[config.mk]
export PLATFORM = sky130hd
export DESIGN_NAME = prog_loader
export DESIGN_NICKNAME = d
export VERILOG_FILES = /design/src/rtl/prog_loader.sv
export SDC_FILE = /design/constraint.sdc
export NUM_CORES = 1
export LEC_CHECK = 0
export ABC_AREA = 1
export ABC_CLOCK_PERIOD_IN_PS = 2000
export CELL_PAD_IN_SITES_DETAIL_PLACEMENT = 1
export CELL_PAD_IN_SITES_GLOBAL_PLACEMENT = 1
export CORE_MARGIN = 2
export CORE_UTILIZATION = 40
export DETAILED_ROUTE_END_ITERATION = 6
export PLACE_DENSITY = 0.91
export SLEW_MARGIN = 20
export SYNTH_ARGS = -nofsm -noshare
export SYNTH_HDL_FRONTEND = slang
export SYNTH_SLANG_ARGS = --single-unit
[constraint.sdc]
create_clock -name clk -period 2 [get_ports clk]
set_input_delay 0.2 -clock clk [delete_from_list [all_inputs] [get_ports clk]]
set_output_delay 0.2 -clock clk [all_outputs]
set_load 0.02 [all_outputs]
[src/rtl/prog_loader.sv]
// Boot loader: parses a MAGIC/LEN/payload/CSUM byte stream into 32-bit imem
// writes and releases the CPU from reset once a complete image checks out.
module prog_loader #(
  parameter int         ADDR_W = 8,
  parameter logic [7:0] MAGIC  = 8'hA5
) (
  input  logic              clk,
  input  logic              reset,
  input  logic              in_valid,
  input  logic [7:0]        in_data,
  output logic              in_ready,
  output logic              mem_we,
  output logic [ADDR_W-1:0] mem_addr,
  output logic [31:0]       mem_wdata,
  output logic              cpu_reset,
  output logic              done,
  output logic              err
);

  typedef enum logic [2:0] {
    IDLE   = 3'd0,
    LEN_LO = 3'd1,
    LEN_HI = 3'd2,
    DATA   = 3'd3,
    CSUM   = 3'd4,
    DONE   = 3'd5
  } state_t;

  localparam logic [16:0]     CAP     = 17'd1 << ADDR_W;
  localparam logic [ADDR_W:0] IDX_ONE = {{ADDR_W{1'b0}}, 1'b1};

  state_t              state_r, state_s;
  logic [15:0]         len_r, len_s;
  logic [7:0]          sum_r, sum_s;
  logic [31:0]         word_r, word_s;
  logic [1:0]          byte_cnt_r, byte_cnt_s;
  // One bit wider than the address so a full 2**ADDR_W image never wraps early
  logic [ADDR_W:0]     word_idx_r, word_idx_s;
  logic                in_ready_r, in_ready_s;
  logic                mem_we_r, mem_we_s;
  logic [ADDR_W-1:0]   mem_addr_r, mem_addr_s;
  logic [31:0]         mem_wdata_r, mem_wdata_s;
  logic                cpu_reset_r, cpu_reset_s;
  logic                done_r, done_s;
  logic                err_r, err_s;
  logic                xfer_s;
  logic [15:0]         len_full_s;
  logic [31:0]         word_full_s;

  // Next-state and next-output logic, advancing only on an accepted byte
  always_comb begin
    xfer_s      = in_valid & in_ready_r;
    len_full_s  = {in_data, len_r[7:0]};
    word_full_s = {in_data, word_r[31:8]};
    state_s     = state_r;
    len_s       = len_r;
    sum_s       = sum_r;
    word_s      = word_r;
    byte_cnt_s  = byte_cnt_r;
    word_idx_s  = word_idx_r;
    in_ready_s  = in_ready_r;
    mem_we_s    = 1'b0;
    mem_addr_s  = mem_addr_r;
    mem_wdata_s = mem_wdata_r;
    cpu_reset_s = cpu_reset_r;
    done_s      = done_r;
    err_s       = err_r;
    if (xfer_s) begin
      case (state_r)
        IDLE: begin
          if (in_data == MAGIC) begin
            state_s = LEN_LO;
            err_s   = 1'b0;
            sum_s   = 8'd0;
          end else begin
            state_s = IDLE;
          end
        end
        LEN_LO: begin
          len_s   = {len_r[15:8], in_data};
          state_s = LEN_HI;
        end
        LEN_HI: begin
          len_s = len_full_s;
          if ({1'b0, len_full_s} > CAP) begin
            err_s   = 1'b1;
            state_s = IDLE;
          end else if (len_full_s == 16'd0) begin
            state_s = CSUM;
          end else begin
            state_s    = DATA;
            word_idx_s = {(ADDR_W+1){1'b0}};
            byte_cnt_s = 2'd0;
          end
        end
        DATA: begin
          word_s     = word_full_s;
          sum_s      = sum_r + in_data;
          byte_cnt_s = byte_cnt_r + 2'd1;
          if (byte_cnt_r == 2'd3) begin
            mem_we_s    = 1'b1;
            mem_addr_s  = word_idx_r[ADDR_W-1:0];
            mem_wdata_s = word_full_s;
            word_idx_s  = word_idx_r + IDX_ONE;
            if (word_idx_r == (len_r[ADDR_W:0] - IDX_ONE)) begin
              state_s = CSUM;
            end else begin
              state_s = DATA;
            end
          end else begin
            state_s = DATA;
          end
        end
        CSUM: begin
          if (in_data == sum_r) begin
            state_s     = DONE;
            done_s      = 1'b1;
            cpu_reset_s = 1'b0;
            in_ready_s  = 1'b0;
          end else begin
            err_s   = 1'b1;
            state_s = IDLE;
          end
        end
        default: begin
          state_s = state_r;
        end
      endcase
    end else begin
      state_s = state_r;
    end
  end

  // State and output registers with synchronous reset
  always_ff @(posedge clk) begin
    if (reset) begin
      state_r     <= IDLE;
      len_r       <= 16'd0;
      sum_r       <= 8'd0;
      word_r      <= 32'd0;
      byte_cnt_r  <= 2'd0;
      word_idx_r  <= {(ADDR_W+1){1'b0}};
      in_ready_r  <= 1'b1;
      mem_we_r    <= 1'b0;
      mem_addr_r  <= {ADDR_W{1'b0}};
      mem_wdata_r <= 32'd0;
      cpu_reset_r <= 1'b1;
      done_r      <= 1'b0;
      err_r       <= 1'b0;
    end else begin
      state_r     <= state_s;
      len_r       <= len_s;
      sum_r       <= sum_s;
      word_r      <= word_s;
      byte_cnt_r  <= byte_cnt_s;
      word_idx_r  <= word_idx_s;
      in_ready_r  <= in_ready_s;
      mem_we_r    <= mem_we_s;
      mem_addr_r  <= mem_addr_s;
      mem_wdata_r <= mem_wdata_s;
      cpu_reset_r <= cpu_reset_s;
      done_r      <= done_s;
      err_r       <= err_s;
    end
  end

  assign in_ready  = in_ready_r;
  assign mem_we    = mem_we_r;
  assign mem_addr  = mem_addr_r;
  assign mem_wdata = mem_wdata_r;
  assign cpu_reset = cpu_reset_r;
  assign done      = done_r;
  assign err       = err_r;

endmodule
Word-level counts from Yosys, hierarchy flattened
Cells that the tools add are included.
{"block": "classes", "add_sub_neg": 4, "multipliers": 0, "div_mod_pow": 0, "n_lt_le_gt_ge": 1, "n_eq_ne": 14, "n_shift": 0, "mux": 22, "bitwise_logic": 5, "n_reduce_logical": 17}
{"op": "9-bit one-hot mux with 2 select lines", "n": 2}
{"op": "9-bit 2-to-1 mux", "n": 3}
{"op": "16-bit by 9-bit > comparator with 1-bit output (second input constant)", "n": 1}
{"op": "16-bit zero test", "n": 1}
{"op": "8-bit one-hot mux with 2 select lines", "n": 1}
{"op": "3-bit 2-to-1 mux", "n": 5}
{"op": "3-bit one-hot mux with 5 select lines", "n": 1}
{"op": "3-bit AND reduction", "n": 5}
{"op": "2-bit != test (second input constant)", "n": 6}
{"op": "5-bit AND reduction", "n": 2}
{"op": "9-bit by 1-bit adder with 9-bit output (second input constant)", "n": 1}
{"op": "9-bit == test", "n": 1}
{"op": "9-bit by 1-bit subtractor with 9-bit output (second input constant)", "n": 1}
{"op": "8-bit adder", "n": 1}
{"op": "8-bit == test", "n": 1}
{"op": "8-bit == test (second input constant)", "n": 1}
{"op": "8-bit 2-to-1 mux", "n": 1}
{"op": "3-bit by 2-bit == test with 1-bit output (second input constant)", "n": 2}
{"op": "1-bit 2-to-1 mux", "n": 5}
{"op": "5-bit nonzero test", "n": 1}
{"op": "2-bit 2-to-1 mux", "n": 2}
{"op": "1-bit NOT", "n": 4}
{"op": "2-bit one-hot mux with 2 select lines", "n": 1}
{"op": "2-bit AND reduction", "n": 2}
{"op": "11 further kinds", "n": 12}
{"block": "totals", "ff_bits": 107, "latchBits": 0, "mem_bits_rw": 0, "rom_bits": 0, "in_bits": 11, "wordCells": 76, "memories": 0}

Depth between registers and ports, before layout
Gate-level depths: netlist of the first run.
{"block": "depth", "depth_word": 5, "ltp_mapped": 14}

Worst setup path after synthesis of the first run
OpenSTA, ideal clock, no wires.
{"block": "synth_timing", "path_type": "register to register", "start": "register len_r[0]", "end": "register word_idx_r[0]", "setup_ns": 0.128, "arrival_time_ns": 1.630, "required_time_ns": 1.872, "setup_slack_ns": 0.242, "path_stages_with_launch": 12, "path_cell_list": "dfxtp_1 > inv_1 > ha_1 > nand2_4 > nor2_4 > nand3_2 > nand2_2 > nand3_2 > o21ai_4 > inv_4 > a21oi_2 > nor2_1"}
{"block": "synth_via", "elab_chain_len": 3}
{"item": "start, declared", "line": "33", "text": "logic [15:0] len_r, len_s;"}
{"item": "start signal, assigned", "line": "152", "text": "len_r <= len_s;"}
{"item": "16-bit by 9-bit > comparator with 1-bit output / 16-bit zero test (equally long branches)", "line": "85, 88"}
{"item": "2-bit != test (no source line)"}
{"item": "5-bit AND reduction (no source line) (*)"}
{"item": "end signal, assigned", "line": "142", "text": "word_idx_r <= {(ADDR_W+1){1'b0}};"}
{"item": "end signal, assigned", "line": "156", "text": "word_idx_r <= word_idx_s;"}
{"item": "end, declared", "line": "38", "text": "logic [ADDR_W:0] word_idx_r, word_idx_s;"}
Mark *: on every way between the ends. The rest lies on a longest branch, timed or not.
A chain may end at the register's enable or synchronous reset.

Worst setup path after layout of the first run
{"block": "layout_timing", "start": "register state_r[2]", "end": "register sum_r[2]"}
{"block": "layout_via", "elab_chain_len": 3}
{"item": "start, declared", "line": "32", "text": "state_t state_r, state_s;"}
{"item": "start signal, assigned", "line": "151", "text": "state_r <= state_s;"}
{"item": "3-bit by 2-bit == test with 1-bit output / 3-bit zero test (equally long branches)", "line": "69", "text": "case (state_r)"}
{"item": "2-bit nonzero test (no source line) / 2-bit != test (equally long branches)"}
{"item": "3-bit AND reduction (no source line)"}
{"item": "end signal, assigned", "line": "153", "text": "sum_r <= sum_s;"}
{"item": "end, declared", "line": "34", "text": "logic [7:0] sum_r, sum_s;"}
Parallel ways exist; a longest one is shown, timed or not.

==> results of run 1 <==
==> routing by layer <==
metal	global-route usage [%]	up-vias
li1	-	2223
met1	28.93	2318
met2	48.22	137
met3	3.787	55
met4	13.33	0
met5	0	-
==> sequential cells by signal, indices dropped and copies added (netlist names), 2 cells and up <==
| name | count |
|---|---|
| byte_cnt_r | 2 |
| len_r | 9 |
| mem_addr | 8 |
| mem_wdata | 32 |
| state_r | 3 |
| sum_r | 8 |
| word_idx_r | 9 |
| word_r | 24 |
==> placed cells by master, fill, tap and decap left out, drive strengths merged, types with 4 or more instances in the layout <==
master / instances
inv: 60
xor2: 10
clkbuf: 10
nand2: 138
o21ai: 61
ha: 10
nand3: 62
a21oi: 60
nor2: 95
nor3: 7
xnor2: 4
dfxtp: 99
clkdlybuf4s50: 54
buf: 44
==> worst max-delay path: stages (launching register included) <==
cell and delay [ns]:
dfxtp_1 0.38, inv_2 0.08, nand2_1 0.08, nor2_4 0.17, inv_2 0.14, nor2_4 0.20, inv_2 0.23, a21oi_1 0.22
o21ai_0 0.15, a21oi_1 0.21
==> cell usage after synthesis, types with 3 or more instances <==
cell      instances
nand3_2           3
nor3_1            6
a21oi_1          59
buf_4             3
ha_1             10
xor2_1           10
xnor2_1           4
inv_2             9
nand2_2           4
o21ai_1          20
nand2_1         133
buf_2             7
dfxtp_1          99
nor2_4            4
nand3_1          59
inv_1            48
o21ai_0          40
clkbuf_1         11
nor2_1           90
==> layout make-up <==
type	count	area [um^2]	area share, %
inverters	58	222.7	3.809
multi-input cells	453	2257	38.60
well taps	140	175.2	2.996
clock buffers	10	239.0	4.087
repair buffers	99	912.1	15.60
flip-flops and latches	99	1982	33.90
clock inverters	4	58.81	1.006
==> metrics by stage <==
stage / cells / total power, mW
finish: 863 / 3.986
global route: 863 / 4.067
CTS: 863 / 3.982
detailed placement: 847 / 2.186
global placement: 847 / 2.179
floorplan: 635 / 2.084
==> repair_timing <==
item                                    CTS  global route
pin swaps                                 1             0
setup buffers                             2             0
hold buffers                              0             0
gates resized for setup                   1             9
endpoints found under the setup margin    4            20
==> logic make-up after synthesis <==
group / share of synthesized area, %
DFF: 43.56
xor gates and xnor gates: 2.695
adders and majority gates: 3.190
AOI/OAI and AO/OA: 13.83
and+or+nand+nor: 29.04
buffers and inverters: 7.673
==> worst paths after layout <==
path	startpoint	to
worst min register to register	done$_SDFFE_PP0P_	done$_SDFFE_PP0P_
worst min-delay path	in_data[1]	mem_wdata[25]$_SDFFE_PP0P_
worst max register to register	state_r[2]$_SDFFE_PP0P_	sum_r[2]$_SDFFE_PP0P_
worst max-delay path	state_r[2]$_SDFFE_PP0P_	sum_r[2]$_SDFFE_PP0P_
==> power by group through the flow <==
stage	clock (mW)	sequential (mW)	combinational (mW)
2_1_floorplan	0	2.02	0.0681
3_3_place_gp	0	2.02	0.163
3_5_place_dp	0	2.02	0.169
4_1_cts	1.84	1.97	0.176
5_1_grt	1.90	1.97	0.195
6_report	1.83	1.97	0.184
==> results.json, run 1 <==
{
  "dp_hpwl_um": 10650,
  "start_util_pct": 41.42,
  "htree_levels": 3,
  "grt.overflow.total": 0,
  "first_global_vias": 5077,
  "antenna_cells": 0,
  "drt_wl_total_um": 16160,
  "avgRoutedWirePerCell_um": 18.72,
  "clockPowerShare_pct": 46.0,
  "postPlaceCellArea_mm2": 0.005487,
  "core_mm2": 0.01098,
  "clock_skew_ns": 0.01015,
  "syn_nets": 657,
  "drv_slew": 0,
  "slew_headroom_pct": 66.83,
  "hold_path.class": "input pin to register",
  "nFillCells": 1384,
  "whs_ns": 0.4406,
  "outcome": "finished clean",
  "grt_pass1_wl_um": 25790,
  "max_freq_ghz": 0.5143,
  "ys_seq_area_share_pct": 43.56,
  "tightest_slew_ns": 0.4968,
  "die_x_um": 110.6,
  "crit_required_ns": 2.28,
  "synth_top_area_share_pct": 43.56,
  "hold_viol_final": 0,
  "wl_met1_um": 6447,
  "reg2reg_depth": 9,
  "tritoncts": "built",
  "swShare_pct": 23.50,
  "row_count": 38,
  "io_pins": 56,
  "gp_congestion": 0.8983,
  "clock_path_buffers": 2,
  "routed-wl-met3_um": 694,
  "finalCritPeriodShare_pct": 97.21,
  "synth_cell_types": 32,
  "syn_area_per_cell_um2": 7.164,
  "dieHeight_um": 110.6,
  "antenna_found_initial": 0,
  "ys_warn_count": 0,
  "setup_viol": 0,
  "dp_slack_ns": -0.1947,
  "port_buffers": 55,
  "fin_area_mm2": 0.005847,
  "clk-insertion-delay-late_ns": 0.36,
  "synthesis.area_mm2": 0.004549,
  "power.density_mw_per_mm2": 681.7,
  "cp-end-kind": "register",
  "p_switching_mw": 0.9366,
  "dieArea_mm2": 0.01224,
  "r2r_slack_ns": 0.06,
  "met2_length_um": 8356,
  "post-route-worst-setup-slack_ns": 0.05573,
  "synth_edf_count": 0,
  "dr.max_layer_used": "met4",
  "cp_max_fo": 27,
  "worstPathArrival_ns": 2.23,
  "grt_max_degree": 36,
  "drv_cap": 0,
  "cts-root-buf": "clkbuf_16",
  "path_clk_slew_ns": 0.07,
  "cts_sinks": 99,
  "utilization_pct": 53.24,
  "synth_flop_cell": "dfxtp_1",
  "syn_inst": 635,
  "final_nets": 742,
  "synthTopCellsByArea": "dfxtp_1 44%, nand2_1 11%, nor2_1 7.4%",
  "p_leak_nw": 2.448,
  "cts_inserted_buffers": 9,
  "whs_path_depth": 4,
  "gr-usage-all-layers_pct": 26.12,
  "ys_ff_latch": 99,
  "p_int_mw": 3.049,
  "drc_errors": 0,
  "fin_crit_ns": 1.944,
  "crit_path_start_kind": "register",
  "rsz0062_at_grt": "true",
  "crit_type": "register to register",
  "drive_above_1_share_pct": 12.59,
  "fin_setup_tns_ns": 0,
  "comb_power_share_pct": 4.6,
  "dr.pass1.iters": 5,
  "ir_drop_v": 0.0006085,
  "dr_total_vias": 4733,
  "viasPerCell": 5.484,
  "yosys.area.top_type": "dfxtp_1",
  "seqPwrFrac_pct": 49.4,
  "drt_iter0_drc": 256,
  "ant_nets": 0,
  "syn_to_final_growth_pct": 28.52,
  "synthArstFlopShare_pct": 0
}
Note: power is estimated with default switching activity, not from simulation.
==> inputs of run 2 (changes only) <==
--- a/config.mk
+++ b/config.mk
@@ -6,7 +6,7 @@
 export NUM_CORES = 1
 export LEC_CHECK = 0
 export ABC_AREA = 1
-export ABC_CLOCK_PERIOD_IN_PS = 2000
+export ABC_CLOCK_PERIOD_IN_PS = 2100
 export CELL_PAD_IN_SITES_DETAIL_PLACEMENT = 1
 export CELL_PAD_IN_SITES_GLOBAL_PLACEMENT = 1
 export CORE_MARGIN = 2
==> constraint.sdc (replaced) <==
create_clock -name clk -period 2.1 [get_ports clk]
set_input_delay 0.21 -clock clk [delete_from_list [all_inputs] [get_ports clk]]
set_output_delay 0.21 -clock clk [all_outputs]
set_load 0.02 [all_outputs]
==> results.json, run 2 (synthesis gave the netlist of run 1 again) <==
{
  "cpPeakStageDelay_ns": 0.46,
  "drv_slew": 0,
  "start_util_pct": 41.42,
  "utilization_pct": 51.69,
  "power.density_mw_per_mm2": 637.2,
  "post-route-worst-setup-slack_ns": 0.1984,
  "crit_type": "register to register",
  "power_mw": 3.617,
  "drive_above_1_share_pct": 10.44,
  "syn_to_final_growth_pct": 24.78,
  "layout_common_cells": "133 x nand2_1, 99 x dfxtp_1, 89 x nor2_1",
  "crit_required_ns": 2.36,
  "max_freq_ghz": 0.5259,
  "r2r-start": "state_r[2]$_SDFFE_PP0P_",
  "gr-usage-all-layers_pct": 24.44,
  "r2r_slack_ns": 0.20,
  "cp-end-kind": "register",
  "tightest_slew_ns": 0.4867,
  "nFillCells": 1394,
  "viasPerCell": 5.402,
  "whs_ns": 0.3328,
  "cp_cell_sequence": "inv_2 > nand2_1 > nor2_4 > inv_2 > nor2_4 > buf_4 > nor2_2 > nand2_1 > a21oi_1",
  "drt_wl_total_um": 14900,
  "grt_pass1_wl_um": 24230,
  "ir_drop_v": 0.0004463,
  "rsz0062_at_grt": "false",
  "dp_hpwl_um": 10250,
  "dieHeight_um": 110.6,
  "ant_nets": 0,
  "antenna_cells": 0,
  "avgRoutedWirePerCell_um": 17.54,
  "row_count": 38,
  "outcome": "finished clean",
  "path_clk_slew_ns": 0.07,
  "min_to": "mem_wdata[29]$_SDFFE_PP0P_",
  "hold_path.class": "input pin to register",
  "clock_skew_ns": 0.007071,
  "hold_start": "in_data[5]",
  "first_global_vias": 4842,
  "clk-insertion-delay-late_ns": 0.35,
  "drt_iter0_drc": 273,
  "port_buffers": 55,
  "die_x_um": 110.6,
  "cp_max_fo": 9,
  "largest_reg_flops": 32,
  "fin_crit_ns": 1.902,
  "drc_errors": 0,
  "htree_levels": 3,
  "clock_path_buffers": 2,
  "dp_slack_ns": -0.1647,
  "whs_path_depth": 3,
  "dieArea_mm2": 0.01224,
  "fin_setup_tns_ns": 0,
  "cts-root-buf": "clkbuf_16",
  "slew_headroom_pct": 67.51,
  "worstPathArrival_ns": 2.16,
  "cts_sinks": 99,
  "tritoncts": "built",
  "dr.pass1.iters": 4,
  "final_common_cell": "nand2_1",
  "reg2reg_depth": 9,
  "finalCritPeriodShare_pct": 90.55,
  "io_pins": 56,
  "grt_max_degree": 65,
  "setup_viol": 0,
  "crit_path_start_kind": "register",
  "antenna_found_initial": 0,
  "hold_viol_final": 0,
  "r2r_end": "sum_r[7]$_SDFFE_PP0P_",
  "final_nets": 726,
  "cp-startpoint": "state_r[2]$_SDFFE_PP0P_",
  "drv_cap": 0,
  "core_mm2": 0.01098,
  "gp_congestion": 0.8432,
  "dr_total_vias": 4586,
  "slowest_stage": "dfxtp_1",
  "grt.overflow.total": 0,
  "cts_inserted_buffers": 9,
  "p_leak_nw": 2.360
}
==> run 2: metal layers <==
layer | track usage [%] | vias up | share of wire [%]
li1 | - | 2185 | -
met1 | 28.83 | 2267 | 41
met2 | 43.35 | 102 | 52
met3 | 5.269 | 32 | 3.8
met4 | 9.250 | 0 | 2.7
met5 | 0 | - | 0
==> run 2: worst max-delay path by stage <==
stage	cells after the start	end
finish	9	sum_r[7]$_SDFFE_PP0P_
global route	9	sum_r[0]$_SDFFE_PP0P_
CTS	9	mem_wdata[17]$_SDFFE_PP0P_
detailed placement	11	word_idx_r[7]$_SDFFE_PP0P_
global placement	11	word_idx_r[5]$_SDFFE_PP0P_
floorplan	11	word_idx_r[0]$_SDFFE_PP0P_
==> run 2: area by class of cell <==
type	count	area, um^2	share of cell area, %
tap	140	175.2	3.086
inverter	58	221.5	3.901
clock buffer	11	242.7	4.276
timing repair buffer	83	775.7	13.67
multi-input combinational	453	2243	39.52
clock inverter	5	36.28	0.6392
sequential	99	1982	34.91
==> run 2: critical path: cells and delay by family (launching register included) <==
kind / cells / cell delay [ns]
flip-flops: 1 / 0.46
AO/OA/AOI/OAI: 1 / 0.22
buffers and inverters: 3 / 0.39
AND/OR/NAND/NOR: 5 / 0.73
==> run 2: power breakdown <==
group	leakage, nW	switching, mW	total, mW	internal, mW
logic	1.42	0.0966	0.150	0.0536
clock network	0.140	0.749	1.59	0.842
registers	0.797	0.000423	1.88	1.88
total	2.36	0.846	3.62	2.77
==> run 2: what timing repair did <==
action | in CTS | in global routing
buffers inserted | 0 | 4
gates resized for setup | 0 | 8
hold buffers | 0 | 0
endpoints found under the setup margin | 0 | 41
==> run 2: through the flow <==
step / cell area, um^2 / cells
2_1_floorplan: 4549 / 635
3_3_place_gp: 5339 / 829
3_5_place_dp: 5339 / 829
4_1_cts: 5618 / 845
5_1_grt: 5677 / 849
6_report: 5677 / 849
